**config.mk**
```make
export PLATFORM = sky130hd
export DESIGN_NAME = tile_render_pipe_flat
export DESIGN_NICKNAME = d
export VERILOG_FILES = /design/src/rtl/tile_render_pipe_if.sv /design/src/rtl/tile_render_pipe.sv /design/src/flat_wrapper.sv
export SDC_FILE = /design/constraint.sdc
export NUM_CORES = 1
export LEC_CHECK = 0
export ABC_AREA = 1
export ABC_CLOCK_PERIOD_IN_PS = 4500
export BUFFER_PORTS_ARGS = -buffer_cell sky130_fd_sc_hd__buf_2
export CAP_MARGIN = 20
export CORE_MARGIN = 3
export CORE_UTILIZATION = 50
export CTS_CLUSTER_SIZE = 10
export DETAILED_ROUTE_END_ITERATION = 8
export GPL_TIMING_DRIVEN = 0
export MAX_ROUTING_LAYER = met4
export PLACE_DENSITY = 0.68
export SYNTH_ARGS = -nofsm -noshare
export SYNTH_HDL_FRONTEND = slang
export SYNTH_SLANG_ARGS = --single-unit
```
**constraint.sdc**
```tcl
create_clock -name clk_25MHz -period 4.5 [get_ports clk_25MHz]
set_input_delay 0.675 -clock clk_25MHz [delete_from_list [all_inputs] [get_ports clk_25MHz]]
set_output_delay 0.675 -clock clk_25MHz [all_outputs]
set_load 0.01 [all_outputs]
```
**src/rtl/tile_render_pipe_if.sv**
```systemverilog
// tile_render_pipe_if: pixel stream, memory, cursor and palette-write bundle of the render stage
// master: timing generator / memories / CPU side; slave: tile_render_pipe
// in to pipe: drawX/drawY/syncs/vde_in, map_rdata, rom_rdata, cursor_col/row, pal_we/addr/wdata
// out of pipe: map_addr, rom_addr, red/green/blue, hsync/vsync/vde
interface tile_render_pipe_if;
  logic [9:0] drawX, drawY;
  logic hsync_in, vsync_in, vde_in;
  logic [10:0] map_addr;
  logic [7:0] map_rdata;
  logic [15:0] rom_addr;
  logic [3:0] rom_rdata;
  logic [5:0] cursor_col;
  logic [4:0] cursor_row;
  logic pal_we;
  logic [3:0] pal_addr;
  logic [23:0] pal_wdata;
  logic [7:0] red, green, blue;
  logic hsync, vsync, vde;
  modport master (
    output drawX, drawY, hsync_in, vsync_in, vde_in, map_rdata, rom_rdata,
           cursor_col, cursor_row, pal_we, pal_addr, pal_wdata,
    input  map_addr, rom_addr, red, green, blue, hsync, vsync, vde
  );
  modport slave (
    input  drawX, drawY, hsync_in, vsync_in, vde_in, map_rdata, rom_rdata,
           cursor_col, cursor_row, pal_we, pal_addr, pal_wdata,
    output map_addr, rom_addr, red, green, blue, hsync, vsync, vde
  );
endinterface

```
**src/rtl/tile_render_pipe.sv**
```systemverilog
// tile_render_pipe: 3-cycle tile-map -> sprite ROM -> palette renderer with cursor outline
// clk_25MHz/reset: pixel clock, sync active-high reset; bus: tile_render_pipe_if.slave
module tile_render_pipe #(
  parameter int MAP_COLS = 40,
  parameter int MAP_ROWS = 30,
  parameter logic [23:0] BG_COLOR = 24'h202020,
  parameter logic [23:0] CURSOR_COLOR = 24'hFFFF00
) (
  input logic clk_25MHz,
  input logic reset,
  tile_render_pipe_if.slave bus
);
  localparam logic [5:0] COLS = 6'(MAP_COLS);
  localparam logic [4:0] ROWS = 5'(MAP_ROWS);
  localparam logic [9:0] XPIX = 10'(MAP_COLS * 16);
  localparam logic [9:0] YPIX = 10'(MAP_ROWS * 16);
  logic [5:0] col, row;
  logic [3:0] xoff_q, yoff_q;
  logic hit1_q, inmap1_q, vde1_q, hs1_q, vs1_q;
  logic [7:0] elem_q;
  logic hit2_q, inmap2_q, vde2_q, hs2_q, vs2_q;
  logic [23:0] rgb_q;
  logic hs_q, vs_q, vde_q;
  logic [23:0] pal_q [16];
  logic hit_d, inmap_d;
  logic [23:0] color_d;
  assign col = bus.drawX[9:4];
  assign row = bus.drawY[9:4];
  // row*40 as row*32 + row*8
  assign bus.map_addr = {row, 5'b0} + {2'b0, row, 3'b0} + {5'b0, col};
  assign bus.rom_addr = {bus.map_rdata, yoff_q, xoff_q};
  // out-of-range cursor never matches, so no outline appears anywhere
  assign hit_d = col == bus.cursor_col && row == {1'b0, bus.cursor_row} &&
                 bus.cursor_col < COLS && bus.cursor_row < ROWS &&
                 (~|bus.drawX[3:0] || &bus.drawX[3:0] || ~|bus.drawY[3:0] || &bus.drawY[3:0]);
  assign inmap_d = bus.drawX < XPIX && bus.drawY < YPIX;
  always_comb begin
    color_d = !vde2_q ? 24'h000000 :
              !inmap2_q ? BG_COLOR :
              hit2_q ? CURSOR_COLOR :
              elem_q == 8'd0 ? BG_COLOR :
              bus.rom_rdata == 4'd0 ? BG_COLOR : pal_q[bus.rom_rdata];
  end
  always_ff @(posedge clk_25MHz) begin
    if (reset) begin
      {xoff_q, yoff_q, hit1_q, inmap1_q, vde1_q, hs1_q, vs1_q} <= '0;
      {elem_q, hit2_q, inmap2_q, vde2_q, hs2_q, vs2_q} <= '0;
      {rgb_q, hs_q, vs_q, vde_q} <= '0;
      for (int i = 0; i < 16; i++) pal_q[i] <= {3{i[3:0], i[3:0]}};
    end else begin
      xoff_q <= bus.drawX[3:0];
      yoff_q <= bus.drawY[3:0];
      hit1_q <= hit_d;
      inmap1_q <= inmap_d;
      vde1_q <= bus.vde_in;
      hs1_q <= bus.hsync_in;
      vs1_q <= bus.vsync_in;
      elem_q <= bus.map_rdata;
      hit2_q <= hit1_q;
      inmap2_q <= inmap1_q;
      vde2_q <= vde1_q;
      hs2_q <= hs1_q;
      vs2_q <= vs1_q;
      rgb_q <= color_d;
      hs_q <= hs2_q;
      vs_q <= vs2_q;
      vde_q <= vde2_q;
      if (bus.pal_we) pal_q[bus.pal_addr] <= bus.pal_wdata;
    end
  end
  assign {bus.red, bus.green, bus.blue} = rgb_q;
  assign bus.hsync = hs_q;
  assign bus.vsync = vs_q;
  assign bus.vde = vde_q;
endmodule

```
**src/flat_wrapper.sv**
```systemverilog
// flat-port wrapper written by rule: the top's interface ports become plain ports
module tile_render_pipe_flat 
#(
  parameter int MAP_COLS = 40,
  parameter int MAP_ROWS = 30,
  parameter logic [23:0] BG_COLOR = 24'h202020,
  parameter logic [23:0] CURSOR_COLOR = 24'hFFFF00
)
  (clk_25MHz, reset, bus_drawX, bus_drawY, bus_hsync_in, bus_vsync_in, bus_vde_in, bus_map_rdata, bus_rom_rdata, bus_cursor_col, bus_cursor_row, bus_pal_we, bus_pal_addr, bus_pal_wdata, bus_map_addr, bus_rom_addr, bus_red, bus_green, bus_blue, bus_hsync, bus_vsync, bus_vde);
  tile_render_pipe_if bus_i ();
  input logic clk_25MHz;
  input logic reset;
  input wire logic [$bits(bus_i.drawX)-1:0] bus_drawX;
  input wire logic [$bits(bus_i.drawY)-1:0] bus_drawY;
  input wire logic [$bits(bus_i.hsync_in)-1:0] bus_hsync_in;
  input wire logic [$bits(bus_i.vsync_in)-1:0] bus_vsync_in;
  input wire logic [$bits(bus_i.vde_in)-1:0] bus_vde_in;
  input wire logic [$bits(bus_i.map_rdata)-1:0] bus_map_rdata;
  input wire logic [$bits(bus_i.rom_rdata)-1:0] bus_rom_rdata;
  input wire logic [$bits(bus_i.cursor_col)-1:0] bus_cursor_col;
  input wire logic [$bits(bus_i.cursor_row)-1:0] bus_cursor_row;
  input wire logic [$bits(bus_i.pal_we)-1:0] bus_pal_we;
  input wire logic [$bits(bus_i.pal_addr)-1:0] bus_pal_addr;
  input wire logic [$bits(bus_i.pal_wdata)-1:0] bus_pal_wdata;
  output wire logic [$bits(bus_i.map_addr)-1:0] bus_map_addr;
  output wire logic [$bits(bus_i.rom_addr)-1:0] bus_rom_addr;
  output wire logic [$bits(bus_i.red)-1:0] bus_red;
  output wire logic [$bits(bus_i.green)-1:0] bus_green;
  output wire logic [$bits(bus_i.blue)-1:0] bus_blue;
  output wire logic [$bits(bus_i.hsync)-1:0] bus_hsync;
  output wire logic [$bits(bus_i.vsync)-1:0] bus_vsync;
  output wire logic [$bits(bus_i.vde)-1:0] bus_vde;
  assign bus_i.drawX = bus_drawX;
  assign bus_i.drawY = bus_drawY;
  assign bus_i.hsync_in = bus_hsync_in;
  assign bus_i.vsync_in = bus_vsync_in;
  assign bus_i.vde_in = bus_vde_in;
  assign bus_i.map_rdata = bus_map_rdata;
  assign bus_i.rom_rdata = bus_rom_rdata;
  assign bus_i.cursor_col = bus_cursor_col;
  assign bus_i.cursor_row = bus_cursor_row;
  assign bus_i.pal_we = bus_pal_we;
  assign bus_i.pal_addr = bus_pal_addr;
  assign bus_i.pal_wdata = bus_pal_wdata;
  assign bus_map_addr = bus_i.map_addr;
  assign bus_rom_addr = bus_i.rom_addr;
  assign bus_red = bus_i.red;
  assign bus_green = bus_i.green;
  assign bus_blue = bus_i.blue;
  assign bus_hsync = bus_i.hsync;
  assign bus_vsync = bus_i.vsync;
  assign bus_vde = bus_i.vde;
  tile_render_pipe #(.MAP_COLS(MAP_COLS), .MAP_ROWS(MAP_ROWS), .BG_COLOR(BG_COLOR), .CURSOR_COLOR(CURSOR_COLOR)) u_core (.clk_25MHz(clk_25MHz), .reset(reset), .bus(bus_i));
endmodule
```
==> flow_metrics.env, run 1 <==
export IMPL_rsz0062_at_grt="no"
export IMPL_crit_path_start_kind="primary input"
export IMPL_finalWeightedCongestion=0.930
export IMPL_core_area_um2=38700
export IMPL_grt_first_pass_wirelength_um=89500
export IMPL_whs_ps=316
export IMPL_nFillCells=3276
export IMPL_clkPwrFrac=0.394
export IMPL_finalMaxSlewViolations=0
export IMPL_status="complete, no violations"
export IMPL_ys_types=36
export IMPL_grt_max_degree=25
export IMPL_hpwl_um=42900
export IMPL_vdd_drop_max_uv=317
export IMPL_p_sw_frac=0.245
export IMPL_p_int_uw=6940
export IMPL_gr_total_overflow=0
export IMPL_syn_inst=2047
export IMPL_p_per_area_nw_per_um2=404
export IMPL_clkSinkCount=436
export IMPL_setup_worst_path_end_class="primary output"
export IMPL_arrival_ps=2680
export IMPL_post_cts_resized=0
export IMPL_period_needed_ps=3350
export IMPL_synth_edf_count=383
export IMPL_vias_per_cell=5.58
export IMPL_synth_flop_cell="edfxtp_1"
export IMPL_fp_dieH_um=204
export IMPL_antenna_found_initial=0
export IMPL_fmax_ghz=0.298
export IMPL_worst_pin_slew_ps=994
export IMPL_worstPathRequired_ps=3830
export IMPL_fin_nets=2330
export IMPL_netSwitchingPower_uw=2250
export IMPL_yosys_warnings=0
export IMPL_die_area_um2=41800
export IMPL_synth_top_area_cell="edfxtp_1"
export IMPL_ctsHoldBuffers=0
export IMPL_total_leakage_power_uw=0.00921
export IMPL_grt_usage=0.296
export IMPL_skew_ps=26.3
export IMPL_synth_async_sr_flop_share=0
export IMPL_pin_count=131
export IMPL_ant_nets=0
export IMPL_finalSetupTns_ps=0
export IMPL_clock_root_buffer="clkbuf_16"
export IMPL_die_x_um=204
export IMPL_min_delay_path_class="in2reg"
export IMPL_dr_pass1_iters=6
export IMPL_synth_avg_cell_area_um2=9.61
export IMPL_antenna_cells=0
export IMPL_cts_made_buffers=49
export IMPL_wirelength_um=60700
export IMPL_drive_gt1_frac=0.148
export IMPL_num_rows=72
export IMPL_path_class="in2out"
export IMPL_setup_viol=0
export IMPL_drc=0
export IMPL_ys_ff_latch=436
export IMPL_p_comb_frac=0.098
export IMPL_clk_latency_ps=570
export IMPL_io_buffers=127
export IMPL_cts_max_path_buffers=3
export IMPL_synth_top_area_frac=0.584
export IMPL_start_util=0.508
export IMPL_p_seq_frac=0.508
export IMPL_synthTopCellsByArea="edfxtp_1 (58%), nand2_1 (11%), nor2_1 (7.6%)"
export IMPL_fin_crit_sh=0.745
export IMPL_ctsHtreeMaxLevel=2
export IMPL_grt_pass1_vias=15100
export IMPL_synth_nets=2137
export IMPL_cts_tree="yes"
export IMPL_hold_violations=0
export IMPL_vias=15600
export IMPL_drt_iter0_drc=1897
export IMPL_netlist_area_um2=19700
export IMPL_syn_to_final_growth_pct=15.6
export IMPL_post_cts_buffers=0
export IMPL_synth_seq_area_share=0.638
export IMPL_relSlewSlack=0.335
export IMPL_routedWlPerCell_um=21.7
export IMPL_drv_cap=0
export IMPL_clkSlewWorstSetupHoldPaths_ps=50
export IMPL_crit_fanout=4
[registers in the layout (all words and copies together) (netlist names)]
register and cells:
u_core.hit2_q 1, u_core.hit1_q 1, u_core.yoff_q 4, u_core.hs2_q 1, u_core.pal_q 383, u_core.vde1_q 1, u_core.rgb_q 24, u_core.bus.vde 1
u_core.inmap1_q 1, u_core.inmap2_q 1, u_core.vde2_q 1, u_core.elem_q 8, u_core.vs2_q 1, u_core.bus.vsync 1, u_core.vs1_q 1, u_core.hs1_q 1
u_core.xoff_q 4, u_core.bus.hsync 1
[critical path, stage by stage]
cell     delay [ps]
buf_2           120
inv_1            60
fa_1            530
inv_1            60
fa_1            400
nand3_1          90
nand2_1          90
a21oi_1         130
nor2_1           50
nor2_1          110
xor2_1          190
buf_2           160
[final timing paths]
check / startpoint / to / slack (ps) / depth (start not counted)
max: bus_drawY[4] / bus_map_addr[10] / 1150 / 12
min: bus_hsync_in / u_core.hs1_q / 320 / 3
max reg2reg: u_core.elem_q[5] / u_core.rgb_q[5] / 2740 / 9
min reg2reg: u_core.hs2_q / u_core.bus.hsync / 410 / 2
[logic make-up (layout without fill, tap and decap cells)]
logic type      count (synthesis)  in the layout  share of synthesized area
compound gates                222            222                     0.0601
flops                         436            436                      0.638
simple gates                 1088           1088                      0.219
fa+ha+maj                      13             13                    0.00903
buf+inv                       278            510                     0.0687
xor+xnor                       10             10                    0.00445
[synthesized netlist by cell type (8+ instances only)]
| master | n |
|---|---|
| edfxtp_1 | 383 |
| o21ai_0 | 122 |
| buf_2 | 47 |
| clkbuf_1 | 42 |
| nand4_1 | 8 |
| buf_4 | 30 |
| dfxtp_1 | 53 |
| a21oi_1 | 43 |
| inv_2 | 17 |
| o211ai_1 | 15 |
| nand3_1 | 62 |
| nor2_2 | 11 |
| nor2_4 | 9 |
| o21ai_1 | 20 |
| nand2_1 | 591 |
| nor2_1 | 396 |
| inv_1 | 119 |
| o22ai_1 | 19 |
| buf_6 | 14 |
| ha_1 | 11 |
[per-layer routing]
metal	vias to the layer above	GRT usage	wire, um
li1	7078	-	-
met5	-	-	0
met3	193	0.0430	6120
met4	0	0.127	2910
met2	950	0.458	28100
met1	7385	0.395	23600
[area by class of cell]
type,count,area [um^2],share of cell area
sequential,436,12600,0.552
multi-input combinational,1333,5780,0.254
clock buffer,88,1380,0.0608
timing repair buffer,142,1010,0.0444
buffer,139,822,0.0361
tap,518,648,0.0285
inverter,139,531,0.0233
clock inverter,2,17.5,0.000770
[stage by stage]
stage	setup slack [ps]	util	total power, uW	std cells	instance area [um^2]
2_1_floorplan	1180	-	5250	2047	19700
3_5_place_dp	1090	0.549	5620	2704	21300
6_report	1150	0.587	9200	2797	22800
5_1_grt	1030	0.587	9440	2797	22800
4_1_cts	1150	0.585	9160	2794	22700
3_3_place_gp	-380	0.541	5570	2692	21000
[power by group through the flow]
stage	combinational, uW	sequential [uW]	clock [uW]
2_1_floorplan	511	4740	0
3_3_place_gp	822	4750	0
3_5_place_dp	874	4750	0
4_1_cts	879	4670	3610
5_1_grt	971	4680	3790
6_report	902	4670	3630
[layout by cell type (no fill, tap or decap), types with 15 or more instances in the layout]
| cell | count |
|---|---|
| o21ai_0 | 121 |
| o211ai_1 | 15 |
| edfxtp_1 | 383 |
| nor2_1 | 396 |
| nand3_1 | 62 |
| inv_2 | 17 |
| o22ai_1 | 19 |
| buf_2 | 174 |
| inv_1 | 119 |
| nand2_1 | 591 |
| buf_4 | 30 |
| a21oi_1 | 43 |
| clkbuf_1 | 80 |
| o21ai_1 | 20 |
| clkbuf_16 | 49 |
| dfxtp_1 | 53 |
Power figures use the tool's default switching activity.
==> inputs of run 2 (changes only) <==
- ABC_CLOCK_PERIOD_IN_PS: 4500 -> 2700
- PLACE_DENSITY: 0.68 -> 0.7
- clock period: 4.5 -> 2.7 ns (I/O delays scaled with it)
==> run 2 against run 1 <==
Count of clock-buffer cells in the layout is 3 higher. Highest routed layer unchanged. First-iteration DRC count is 16% higher. Cell area grew 0.79%. Non-clock buffer count rose by 5. Clock power rose by 70%. Via count increased by 1.1%. Sequential cell count did not move.
==> flow_metrics.env, run 2 (same netlist as run 1, synthesis figures left out) <==
export IMPL_slowest_stage="fa_1"
export IMPL_p_per_area_nw_per_um2=677
export IMPL_clkPwrFrac=0.398
export IMPL_p_int_uw=11700
export IMPL_period_needed_ps=2660
export IMPL_fin_ws_ps=40.1
export IMPL_clk_latency_ps=580
export IMPL_worstRegToRegCells=9
export IMPL_hpwl_um=42900
export IMPL_core_area_um2=38700
export IMPL_ctsHoldBuffers=0
export IMPL_vdd_drop_max_uv=406
export IMPL_cts_tree="yes"
export IMPL_path_depth=12
export IMPL_die_area_um2=41800
export IMPL_worst_pin_slew_ps=854
export IMPL_final_common_cell="nand2_1"
export IMPL_clock_root_buffer="clkbuf_16"
export IMPL_status="complete, no violations"
export IMPL_fin_crit_sh=0.985
export IMPL_fin_nets=2335
export IMPL_clkSinkCount=436
export IMPL_crit_path_frequent_cell="nor2_1"
export IMPL_largest_reg_flops=383
export IMPL_drt_iter0_drc=2199
export IMPL_finalSetupTns_ps=0
export IMPL_finalWeightedCongestion=0.957
export IMPL_wirelength_um=60800
export IMPL_crit_path_start_kind="primary input"
export IMPL_pin_count=131
export IMPL_critical_path_startpoint="bus_drawY[6]"
export IMPL_top_register="u_core.pal_q"
export IMPL_io_buffers=127
export IMPL_finalMaxSlewViolations=0
export IMPL_final_cells=2804
export IMPL_num_rows=72
export IMPL_dpl_cell_count=2704
export IMPL_hold_violations=0
export IMPL_nFillCells=3298
export IMPL_ant_nets=0
export IMPL_dr_pass1_iters=6
export IMPL_vias_per_cell=5.62
export IMPL_grt_first_pass_wirelength_um=89200
export IMPL_relSlewSlack=0.431
export IMPL_total_leakage_power_uw=0.00927
export IMPL_r2r_setup_slack_ps=870
export IMPL_syn_to_final_growth_pct=16.5
export IMPL_path_class="in2out"
export IMPL_cts_max_path_buffers=3
export IMPL_fmax_ghz=0.376
export IMPL_dp_slack_ps=-430
export IMPL_final_area_um2=22900
export IMPL_antenna_cells=0
export IMPL_arrival_ps=2250
export IMPL_fp_dieH_um=204
export IMPL_routedWlPerCell_um=21.7
export IMPL_p_sw_frac=0.244
export IMPL_skew_ps=21.3
export IMPL_worstPathRequired_ps=2300
export IMPL_drv_cap=0
export IMPL_setup_viol=0
export IMPL_setup_worst_path_end_class="primary output"
export IMPL_worstSetupEndpoint="bus_map_addr[10]"
export IMPL_top_regs="u_core.pal_q x383, u_core.rgb_q x24, u_core.elem_q x8"
export IMPL_p_comb_frac=0.100
export IMPL_gr_total_overflow=0
export IMPL_clkSlewWorstSetupHoldPaths_ps=50
export IMPL_fin_util=0.592
export IMPL_max_stage_delay_ps=510
export IMPL_post_dp_cell_area_um2=21300
export IMPL_drc=0
export IMPL_p_seq_frac=0.502
export IMPL_grt_max_degree=25
export IMPL_grt_pass1_vias=15000
export IMPL_path_cells="buf_4 -> inv_1 -> fa_1 -> inv_2 -> fa_2 -> nand3_2 -> nand2_2 -> a21oi_2 -> nor2_1 -> nor2_1 -> xor2_1 -> buf_2"
export IMPL_r2r_end="u_core.rgb_q[5]"
export IMPL_path_delay_family="adder cells"
export IMPL_netSwitchingPower_uw=3790
export IMPL_cp_buffers_inverters=4
export IMPL_rr_startpoint="u_core.elem_q[7]"
export IMPL_grt_usage=0.296
export IMPL_cts_made_buffers=49
export IMPL_min_delay_path_class="in2reg"
export IMPL_crit_fanout=3
export IMPL_ctsHtreeMaxLevel=2
export IMPL_layout_common_cells="nand2_1 (589), nor2_1 (396), edfxtp_1 (383)"
export IMPL_antenna_found_initial=0
export IMPL_start_util=0.508
export IMPL_vias=15800
export IMPL_die_x_um=204
export IMPL_drive_gt1_frac=0.157
-- run 2: cell types whose count changed in the layout (fill, tap and decap cells not counted), moves of 3 or more --
cell	delta
buf_16	+3
inv_2	+3
inv_1	-3
a21oi_2	+3
ha_1	-3
a21oi_1	-3
buf_4	+6
-- run 2: what timing repair did --
item,CTS,global route
hold endpoints to repair,0,0
endpoints found under the setup margin,1,2
gates resized for setup,6,11
gates cloned,0,0
buffers inserted,3,1
pin swaps,6,9
-- run 2: layout make-up --
type | instances | area (um^2) | share of cell area
multi-input cells | 1333 | 5820 | 0.254
clock inverters | 1 | 8.76 | 0.000382
repair buffers | 147 | 1100 | 0.0479
flip-flops and latches | 436 | 12600 | 0.548
plain buffers | 139 | 822 | 0.0359
inverters | 139 | 531 | 0.0231
well taps | 518 | 648 | 0.0283
clock buffers | 91 | 1440 | 0.0626
-- run 2: layer usage --
| layer | track usage | up-vias | wire (um) |
|---|---|---|---|
| li1 | - | 7092 | - |
| met1 | 0.388 | 7437 | 23100 |
| met2 | 0.450 | 1029 | 27800 |
| met3 | 0.0535 | 212 | 6660 |
| met4 | 0.139 | 0 | 3250 |
| met5 | - | - | 0 |
-- run 2: power by group through the flow --
stage          combinational (uW)  sequential [uW]  clock (uW)
2_1_floorplan                 852             7890           0
3_3_place_gp                 1370             7910           0
3_5_place_dp                 1460             7920           0
4_1_cts                      1480             7780        6200
5_1_grt                      1660             7810        6500
6_report                     1550             7780        6180
-- run 2: worst min path at each step --
stage	start	end	slack [ps]	depth (start not counted)
2_1_floorplan	u_core.hs2_q	u_core.bus.hsync	390	2
3_3_place_gp	u_core.vs1_q	u_core.vs2_q	390	2
3_5_place_dp	u_core.hs1_q	u_core.hs2_q	390	2
4_1_cts	reset	u_core.vs1_q	9	2
5_1_grt	reset	u_core.vde1_q	30	2
6_report	bus_vsync_in	u_core.vs1_q	40	3
-- run 2: worst reg2reg max path: cells and delay by family, from the launching register on --
kind | cells | cell delay [ps]
flip-flops | 1 | 290
AO/OA/AOI/OAI | 1 | 320
AND/OR/NAND/NOR | 8 | 1110
-- run 2: per-stage QoR --
step           power [uW]  hold WS [ps]
2_1_floorplan        8740           388
3_3_place_gp         9280           395
3_5_place_dp         9380           392
4_1_cts             15500          8.67
6_report            15500          35.7
5_1_grt             16000          27.9
